### src/rtl/branch_pkg.sv
// Shared types for the execute-stage branch resolver: condition codes, the NZCV
// flag layout and the condition evaluator.
package branch_pkg;

  typedef enum logic [3:0] {
    CondEq = 4'h0,
    CondNe = 4'h1,
    CondGt = 4'h2,
    CondLt = 4'h3,
    CondGe = 4'h4,
    CondLe = 4'h5,
    CondHi = 4'h6,
    CondLs = 4'h7,
    CondHs = 4'h8,
    CondLo = 4'h9,
    CondMi = 4'hA,
    CondPl = 4'hB,
    CondVs = 4'hC,
    CondVc = 4'hD,
    CondAl = 4'hE,
    CondNv = 4'hF
  } cond_e;

  typedef struct packed {
    logic n;
    logic z;
    logic c;
    logic v;
  } flags_t;

  function automatic logic cond_eval(input cond_e cond, input flags_t f);
    logic r;
    r = 1'b0;
    case (cond)
      CondEq:  r = f.z;
      CondNe:  r = ~f.z;
      CondGt:  r = ~f.z & (f.n == f.v);
      CondLt:  r = (f.n != f.v);
      CondGe:  r = (f.n == f.v);
      CondLe:  r = f.z | (f.n != f.v);
      CondHi:  r = f.c & ~f.z;
      CondLs:  r = ~f.c | f.z;
      CondHs:  r = f.c;
      CondLo:  r = ~f.c;
      CondMi:  r = f.n;
      CondPl:  r = ~f.n;
      CondVs:  r = f.v;
      CondVc:  r = ~f.v;
      CondAl:  r = 1'b1;
      CondNv:  r = 1'b0;
      default: r = 1'b0;
    endcase
    return r;
  endfunction

endpackage

### src/rtl/bht_2bit.sv
// Bimodal branch history table: DEPTH 2-bit saturating counters with one
// combinational read port and one registered update port.
module bht_2bit #(
  parameter int unsigned DEPTH = 64,
  parameter int unsigned IW    = 6
) (
  input  logic          clk,
  input  logic          rst,
  input  logic [IW-1:0] rd_idx,
  output logic          rd_taken,
  input  logic          upd_we,
  input  logic [IW-1:0] upd_idx,
  input  logic          upd_taken
);

  logic [1:0] ctr_q [DEPTH];
  logic [1:0] ctr_d [DEPTH];

  always_comb begin
    ctr_d = ctr_q;
    if (upd_we) begin
      if (upd_taken && (ctr_q[upd_idx] != 2'b11)) begin
        ctr_d[upd_idx] = ctr_q[upd_idx] + 2'd1;
      end else if (!upd_taken && (ctr_q[upd_idx] != 2'b00)) begin
        ctr_d[upd_idx] = ctr_q[upd_idx] - 2'd1;
      end
    end
  end

  // Counters come out of reset weakly not-taken.
  always_ff @(posedge clk or posedge rst) begin
    if (rst) begin
      for (int i = 0; i < int'(DEPTH); i++) begin
        ctr_q[i] <= 2'b01;
      end
    end else begin
      ctr_q <= ctr_d;
    end
  end

  // Reads see the array before any update landing on the same edge.
  assign rd_taken = ctr_q[rd_idx][1];

endmodule

### src/rtl/branch_resolve_unit.sv
// Execute-stage branch resolver: NZCV flag register with pending-producer
// scoreboard and forwarding, registered resolution, and the fetch predictor.
module branch_resolve_unit
  import branch_pkg::*;
#(
  parameter int unsigned AW           = 32,
  parameter int unsigned BHT_DEPTH    = 64,
  parameter int unsigned MAX_INFLIGHT = 3,
  parameter int unsigned INSTR_BYTES  = 4,
  parameter int unsigned FWD_EN       = 1
) (
  input  logic          clk,
  input  logic          rst,
  input  logic          flag_issue,
  output logic          flag_full,
  input  logic          flag_we,
  input  logic [3:0]    flag_in,
  output logic [3:0]    flags_q,
  input  logic          br_valid,
  output logic          br_ready,
  input  logic [3:0]    br_cond,
  input  logic [AW-1:0] br_pc,
  input  logic [AW-1:0] br_target,
  input  logic          br_pred_taken,
  input  logic          flush,
  output logic          res_valid,
  output logic          res_taken,
  output logic          res_mispredict,
  output logic [AW-1:0] res_redirect,
  input  logic [AW-1:0] pred_pc,
  output logic          pred_taken
);

  localparam int unsigned IW   = $clog2(BHT_DEPTH);
  localparam int unsigned OffW = $clog2(INSTR_BYTES);
  localparam int unsigned CntW = $clog2(MAX_INFLIGHT + 1);
  localparam logic [CntW-1:0] MaxCnt = CntW'(MAX_INFLIGHT);
  localparam logic [CntW-1:0] OneCnt = CntW'(1);

  logic [CntW-1:0] pend_cnt_q, pend_cnt_d;
  logic [3:0]      flags_d;
  logic            res_valid_q, res_valid_d;
  logic            res_taken_q, res_taken_d;
  logic            res_mispredict_q, res_mispredict_d;
  logic [AW-1:0]   res_redirect_q, res_redirect_d;
  logic            upd_we_q, upd_we_d;
  logic [IW-1:0]   upd_idx_q, upd_idx_d;
  logic            upd_taken_q, upd_taken_d;

  cond_e   cond;
  flags_t  eff_flags;
  logic    fwd;
  logic    uncond;
  logic    accept;
  logic    br_taken;
  logic [AW-1:0] fall_through;
  logic    unused_pc;

  assign unused_pc = ^{br_pc, pred_pc};

  // Scoreboard and architectural flags
  assign flag_full = (pend_cnt_q == MaxCnt);

  always_comb begin
    pend_cnt_d = pend_cnt_q;
    if (flag_issue && flag_we) begin
      pend_cnt_d = pend_cnt_q;
    end else if (flag_issue && !flag_full) begin
      pend_cnt_d = pend_cnt_q + OneCnt;
    end else if (flag_we && (pend_cnt_q != '0)) begin
      pend_cnt_d = pend_cnt_q - OneCnt;
    end
    flags_d = flag_we ? flag_in : flags_q;
  end

  // Branch acceptance and condition evaluation
  assign fwd       = (FWD_EN != 0) && flag_we;
  assign eff_flags = fwd ? flags_t'(flag_in) : flags_t'(flags_q);
  assign cond      = cond_e'(br_cond);
  assign uncond    = (cond == CondAl) || (cond == CondNv);

  // A branch may pass a single outstanding producer only when that producer's
  // flags are forwarded this very cycle.
  assign br_ready = ~flush & (uncond | (pend_cnt_q == '0) | (fwd & (pend_cnt_q == OneCnt)));
  assign accept   = br_valid & br_ready;
  assign br_taken = cond_eval(cond, eff_flags);
  assign fall_through = br_pc + AW'(INSTR_BYTES);

  always_comb begin
    res_valid_d      = accept;
    res_taken_d      = res_taken_q;
    res_mispredict_d = res_mispredict_q;
    res_redirect_d   = res_redirect_q;
    upd_we_d         = accept;
    upd_idx_d        = upd_idx_q;
    upd_taken_d      = upd_taken_q;
    if (accept) begin
      res_taken_d      = br_taken;
      res_mispredict_d = br_taken != br_pred_taken;
      res_redirect_d   = br_taken ? br_target : fall_through;
      upd_idx_d        = br_pc[OffW +: IW];
      upd_taken_d      = br_taken;
    end
  end

  always_ff @(posedge clk or posedge rst) begin
    if (rst) begin
      pend_cnt_q       <= '0;
      flags_q          <= '0;
      res_valid_q      <= 1'b0;
      res_taken_q      <= 1'b0;
      res_mispredict_q <= 1'b0;
      res_redirect_q   <= '0;
      upd_we_q         <= 1'b0;
      upd_idx_q        <= '0;
      upd_taken_q      <= 1'b0;
    end else begin
      pend_cnt_q       <= pend_cnt_d;
      flags_q          <= flags_d;
      res_valid_q      <= res_valid_d;
      res_taken_q      <= res_taken_d;
      res_mispredict_q <= res_mispredict_d;
      res_redirect_q   <= res_redirect_d;
      upd_we_q         <= upd_we_d;
      upd_idx_q        <= upd_idx_d;
      upd_taken_q      <= upd_taken_d;
    end
  end

  // A late flush squashes the visible pulse but not the predictor training.
  assign res_valid      = res_valid_q & ~flush;
  assign res_taken      = res_taken_q;
  assign res_mispredict = res_mispredict_q;
  assign res_redirect   = res_redirect_q;

  bht_2bit #(
    .DEPTH (BHT_DEPTH),
    .IW    (IW)
  ) u_bht (
    .clk       (clk),
    .rst       (rst),
    .rd_idx    (pred_pc[OffW +: IW]),
    .rd_taken  (pred_taken),
    .upd_we    (upd_we_q),
    .upd_idx   (upd_idx_q),
    .upd_taken (upd_taken_q)
  );

endmodule

### config.mk
export PLATFORM = sky130hd
export DESIGN_NAME = branch_resolve_unit
export DESIGN_NICKNAME = d
export VERILOG_FILES = /design/src/rtl/branch_pkg.sv /design/src/rtl/bht_2bit.sv /design/src/rtl/branch_resolve_unit.sv
export SDC_FILE = /design/constraint.sdc
export NUM_CORES = 1
export LEC_CHECK = 0
export ABC_AREA = 0
export CAP_MARGIN = 20
export CORE_MARGIN = 4
export CORE_UTILIZATION = 59
export CTS_CLUSTER_DIAMETER = 60
export CTS_CLUSTER_SIZE = 40
export DETAILED_ROUTE_END_ITERATION = 8
export GPL_ROUTABILITY_DRIVEN = 0
export PLACE_DENSITY = 0.95
export REMOVE_ABC_BUFFERS = 1
export SETUP_SLACK_MARGIN = 0.02
export SLEW_MARGIN = 5
export SYNTH_ARGS = -nofsm -noshare
export SYNTH_HDL_FRONTEND = slang
export SYNTH_SLANG_ARGS = --single-unit
export TNS_END_PERCENT = 30
### constraint.sdc
create_clock -name clk -period 11.7 [get_ports clk]
set_input_delay 1.17 -clock clk [delete_from_list [all_inputs] [get_ports clk]]
set_output_delay 1.17 -clock clk [all_outputs]
set_load 0.05 [all_outputs]
Word level (Yosys, flattened, before mapping)
Index checks and enable logic that the tools add are counted.

Register bits after elaboration: 175. Latch bits: 0. Bits in writable memories: 0. Bits in read-only memories: 0. Output and inout bits: 42. Word-level logic and storage cells: 152. Memories: 0.

Add/subtract/negate cells: 5. $mul: 0. Div/mod/pow operators: 0. Magnitude comparators: 3. Equal/unequal tests: 21. Shift-type cells: 0. Muxes and demuxes: 17. Bitwise operators: 18. Reduce and logical (&&, ||, !) cells: 17.

Operator list (count): bitwise mux 128 bit (2); two-way mux 128 bit (2); adder 32 x 3 -> 32 bit (second input constant) (1); equality test 4 bit (second input constant) (8); two-way mux 32 bit (1); binary-select mux 2 bit (select 6 bit) (2); equality test 4 x 3 -> 1 bit (second input constant) (4); one-hot mux 1 bit (16 select lines) (1); >= comparator 7 bit (second input constant) (2); two-way mux 2 bit (7); inverter 6 -> 7 bit (2); demux 2 bit (select 6 bit) (1); equality test 4 x 2 -> 1 bit (second input constant) (2); nonzero test 2 bit (4); < comparator 7 x 1 -> 1 bit (second input constant) (1); bitwise AND 1 bit (6); logical AND 1 bit (6); inverter 1 bit (6); adder 2 x 1 -> 2 bit (second input constant) (2); equality test 4 x 1 -> 1 bit (second input constant) (1); logical NOT 4 bit (1); two-way mux 4 bit (1); OR 1 bit (4); AND reduction 2 bit (2); 9 further kinds (12).

Depth between registers and ports, before layout
Depth in word-level cells: 8. Mapped depth: 19. Gate-level depth less buffers: 14.

Cells and area by module
Synthesis repeated with hierarchy kept, for this count alone.

Cells, all modules: 946. Area total of the unflattened synthesis: 10267.3 um^2.

By module, submodules not included: bht_2bit (times used 1, cells an instance 568, area an instance 7113.1 um^2, seq. area each 3283.1 um^2); branch_resolve_unit (times used 1, cells an instance 378, area an instance 3154.3 um^2, seq. area each 1176.1 um^2).

Worst setup path after synthesis
OpenSTA, ideal clock, no wires.

Path type: input to output. From: input pred_pc[2]. To: output pred_taken. Arrival: 3.677 ns. Data required time: 10.530 ns. Setup slack: 6.853 ns. Stages: 7. Path buffers: 2. Cell sequence: clkbuf_1 > buf_2 > mux4_2 > mux4_2 > mux2_2 > nand2_1 > o21ai_0.

Cells in the longest elaborated chain, start to end: 4.

RTL lines: from (decl) (line branch_resolve_unit.sv:30) `input logic [AW-1:0] pred_pc,`; inverter 6 -> 7 bit (not written as such) (line bht_2bit.sv:42) `assign rd_taken = ctr_q[rd_idx][1];`; binary-select mux 2 bit (select 6 bit) (line bht_2bit.sv:42); two-way mux 2 bit (not written as such) (2 in a row) (line bht_2bit.sv:42); to (decl) (line branch_resolve_unit.sv:31) `output logic pred_taken`.

No other way between the ends. The select of a mux whose other input is x is not followed.

Worst setup path after layout
From: input pred_pc[3]. To: output pred_taken.

Same word-level chain as after synthesis.

==> metrics.yaml <==
grt.overflow.total: 0
status: "finished, final reports clean"
dp_cells: 1261
largest_net_degree_at_the_start_of_global_routing: 108
power.share.switching_pct: 47.1
final_net_count: 1183
leakagePower_uw: 0.00459
synth_cells: 963
share_seq_of_total_power_pct: 31.3
core_area_um2: 15800
worstSetupPathType: "primary input to output pin"
hold_class: "flop to flop"
critPathSlowestCell: "sky130_fd_sc_hd__clkdlybuf4s50_1"
dr.first_iter.drc_count: 915
drt-pass1-iter-count: 6
clkTransAtPathRegs_ns: 0.07
gr-usage-all-layers_pct: 31.9
setup.worst_path.end_class: "output pin"
cell_internal_pwr_uw: 1600
timing.setup.tns_ns: 0
timing.critical_path.required_ns: 10.53
report.final.setup_viol: 0
wl_mm: 28.6
cp_buf_inv_count: 2
ctsResizeCount: 0
post-dp-hpwl_mm: 19.3
worst_clock_skew_ns: 0.0113
cell_area_after_layout_um2: 11600
final_critical_path_setup_slack_ns: 6.15
clock_sink_total: 175
drv_cap: 0
vias_per_cell: 6.71
mappedNetlistArea_um2: 9530
post-synth-top-area-cell: "sky130_fd_sc_hd__dfrtp_1"
grt.met3_usage_pct: 11.3
grt_util_met2_pct: 52.3
p_switching_uw: 1420
timing.critical_path.fanout_max: 16
antenna_cells_inserted: 0
finalCritPeriodShare_pct: 47.5
max_freq_ghz: 0.180
synth.avg_cell_area_um2: 9.89
report.final.slew_viol_count: 0
worstPathCellList: "clkdlybuf4s50_1, mux4_2, mux4_2, mux2_2, nand2_1, o21ai_0, clkdlybuf4s50_1"
critical-path-top-delay-family: "buffers and inverters"
placement.cell_area_um2: 10900
vias: 8684
placement.setup.worst_slack_ns: 5.79
cts_max_level: 4
pin_count: 153
most_used_flip_flop_cell_after_synthesis: "sky130_fd_sc_hd__dfrtp_1"
ys_top_cells_by_area: "sky130_fd_sc_hd__dfrtp_1 (29%), sky130_fd_sc_hd__dfstp_2 (18%), sky130_fd_sc_hd__nand2_1 (7.7%), sky130_fd_sc_hd__mux4_2 (5.9%), sky130_fd_sc_hd__o21ai_0 (5.6%)"
number_of_antenna_violations_at_the_first_check_in_global_routing: 0
p_clk_share_pct: 19.5
timing_worst_slew_pin_value_ns: 1.14
post_route_cells_drive_above_1_share_pct: 17.2
critical_path.max_stage_delay_ns: 1.11
synth.lib_cells_used.distinct: 58
critPathArrivalTime_ns: 4.38
slew_headroom_pct: 23.7
synth-warning-count: 0
cts_root_buffer: "sky130_fd_sc_hd__clkbuf_16"
hold_slack_ns: 0.480
synth_top_area_share_pct: 29.2
die-area_um2: 18200
seq_area_frac_synth_pct: 46.8
finish.cell_count_without_fillers: 1295
wl_per_cell_um: 22.1
timing_hold_violations_final: 0
clock_tree_from_tritoncts: "built"
critical_path.startpoint_type: "primary input"
ir_worst_vdd_mv: 0.222
combinationalPowerShare_pct: 49.2
fp.dieW_um: 135
cts_hold_repair.buffers: 0
yosys_register_bits: 175
cts_made_buffers: 17
groute.layer.met1.usage_pct: 37.1
synth_edf_count: 0
synthToLayoutAreaGrowth_pct: 21.4
ctsLongestPathBuffers: 2
clock_insertion_delay_worst_skew_ns: 0.43
async_sr_flop_fraction_pct: 100
height_of_the_die_um: 135
port-buffer-count: 126
cts_post_setup_buffers_inserted: 0
drc: 0
layout.cells.most_common: "sky130_fd_sc_hd__nand2_1"
busiest_layer: "met2"
fp-row-count: 46
final.min_clock_period_ns: 5.55
floorplan.initialDensity_pct: 60.2
commonest_cells_after_routing_fill_and_taps_aside: "sky130_fd_sc_hd__nand2_1 (195), sky130_fd_sc_hd__clkdlybuf4s50_1 (126), sky130_fd_sc_hd__dfrtp_1 (110), sky130_fd_sc_hd__o21ai_0 (107), sky130_fd_sc_hd__dfstp_2 (64)"
first_global_vias: 8830
power_density_nw_per_um2: 261
grt_first_pass_wirelength_mm: 45.4
unrepaired_setup_endpoints_after_global_routing: "no"
route.antenna.remaining_nets: 0
Yosys cell counts (all sizes together) (4+ instances only):
master  instances
nand4           7
buf            22
xor2           13
o221ai          6
or3             5
nand2b          8
o22ai          18
mux2i          46
o21ai         121
nand2         195
nor3           20
ha              6
nor2b           4
nand3          18
dfrtp         111
a221oi          8
clkbuf         31
mux4           25
inv            15
a22oi           5
a31oi          12
and2            9
dfstp          64
mux2           46
and3            5
xnor2          23
a21oi          23
nor2           46
o32ai          13
path summary, 6_finish.rpt:
path	start	end	slack, ns	cells past startpoint
setup / recovery	pred_pc[3]	pred_taken	6.15	7
hold / removal	flop	flop	0.48	2
setup reg to reg	upd_idx_q[2]$_DFFE_PP0P_	u_bht.ctr_q[75]$_DFFE_PP0P_	6.42	14
hold reg to reg	flop	flop	0.48	2
max in group asynchronous	rst	u_bht.ctr_q[109]$_DFFE_PP0P_	9.01	3
min in group asynchronous	rst	u_bht.ctr_q[35]$_DFFE_PP0P_	1.31	2
layer usage:
metal	share of wire, %	vias up
met5	0	-
met4	5.2	0
met3	12	152
met2	48	698
met1	34	4152
li1	-	3682
cell families (layout without fill, tap and decap cells):
logic type | Yosys count | count (layout) | share of synthesized area (%)
AOI/OAI and AO/OA | 229 | 229 | 14.6
xor gates and xnor gates | 36 | 36 | 3.31
adders and majority gates | 6 | 6 | 0.788
buffers and inverters | 69 | 185 | 3.14
DFF | 175 | 175 | 46.8
muxes | 117 | 117 | 16.2
and+or+nand+nor | 331 | 331 | 15.1
per-stage QoR:
step | total power, µW | utilization (%)
floorplan | 1800 | -
finish | 3020 | 73.1
CTS | 2990 | 72.8
global placement | 2330 | 68.9
detailed placement | 2380 | 68.9
global route | 3150 | 73.1
worst min-delay path: cells and delay by family, from the launching register on:
kind / cells / cell delay [ns]
AOI/OAI and AO/OA: 1 / 0.06
DFF: 1 / 0.37
and+or+nand+nor: 1 / 0.04
area by class of cell:
| cell class | count | area (µm²) |
|---|---|---|
| Clock buffer | 23 | 531 |
| Clock inverter | 9 | 93.8 |
| Fill cell | 1002 | 4260 |
| Inverter | 16 | 65.1 |
| Multi-Input combinational cell | 719 | 4780 |
| Sequential cell | 175 | 4460 |
| Tap cell | 216 | 270 |
| Timing Repair Buffer | 137 | 1370 |
power by group through the flow:
stage	combinational, µW	sequential, µW	clock [µW]
CTS	1460	936	593
detailed placement	1440	941	0
finish	1490	946	590
floorplan	660	1140	0
global route	1580	961	617
global placement	1400	929	0
(Power assumes the default switching activity.)
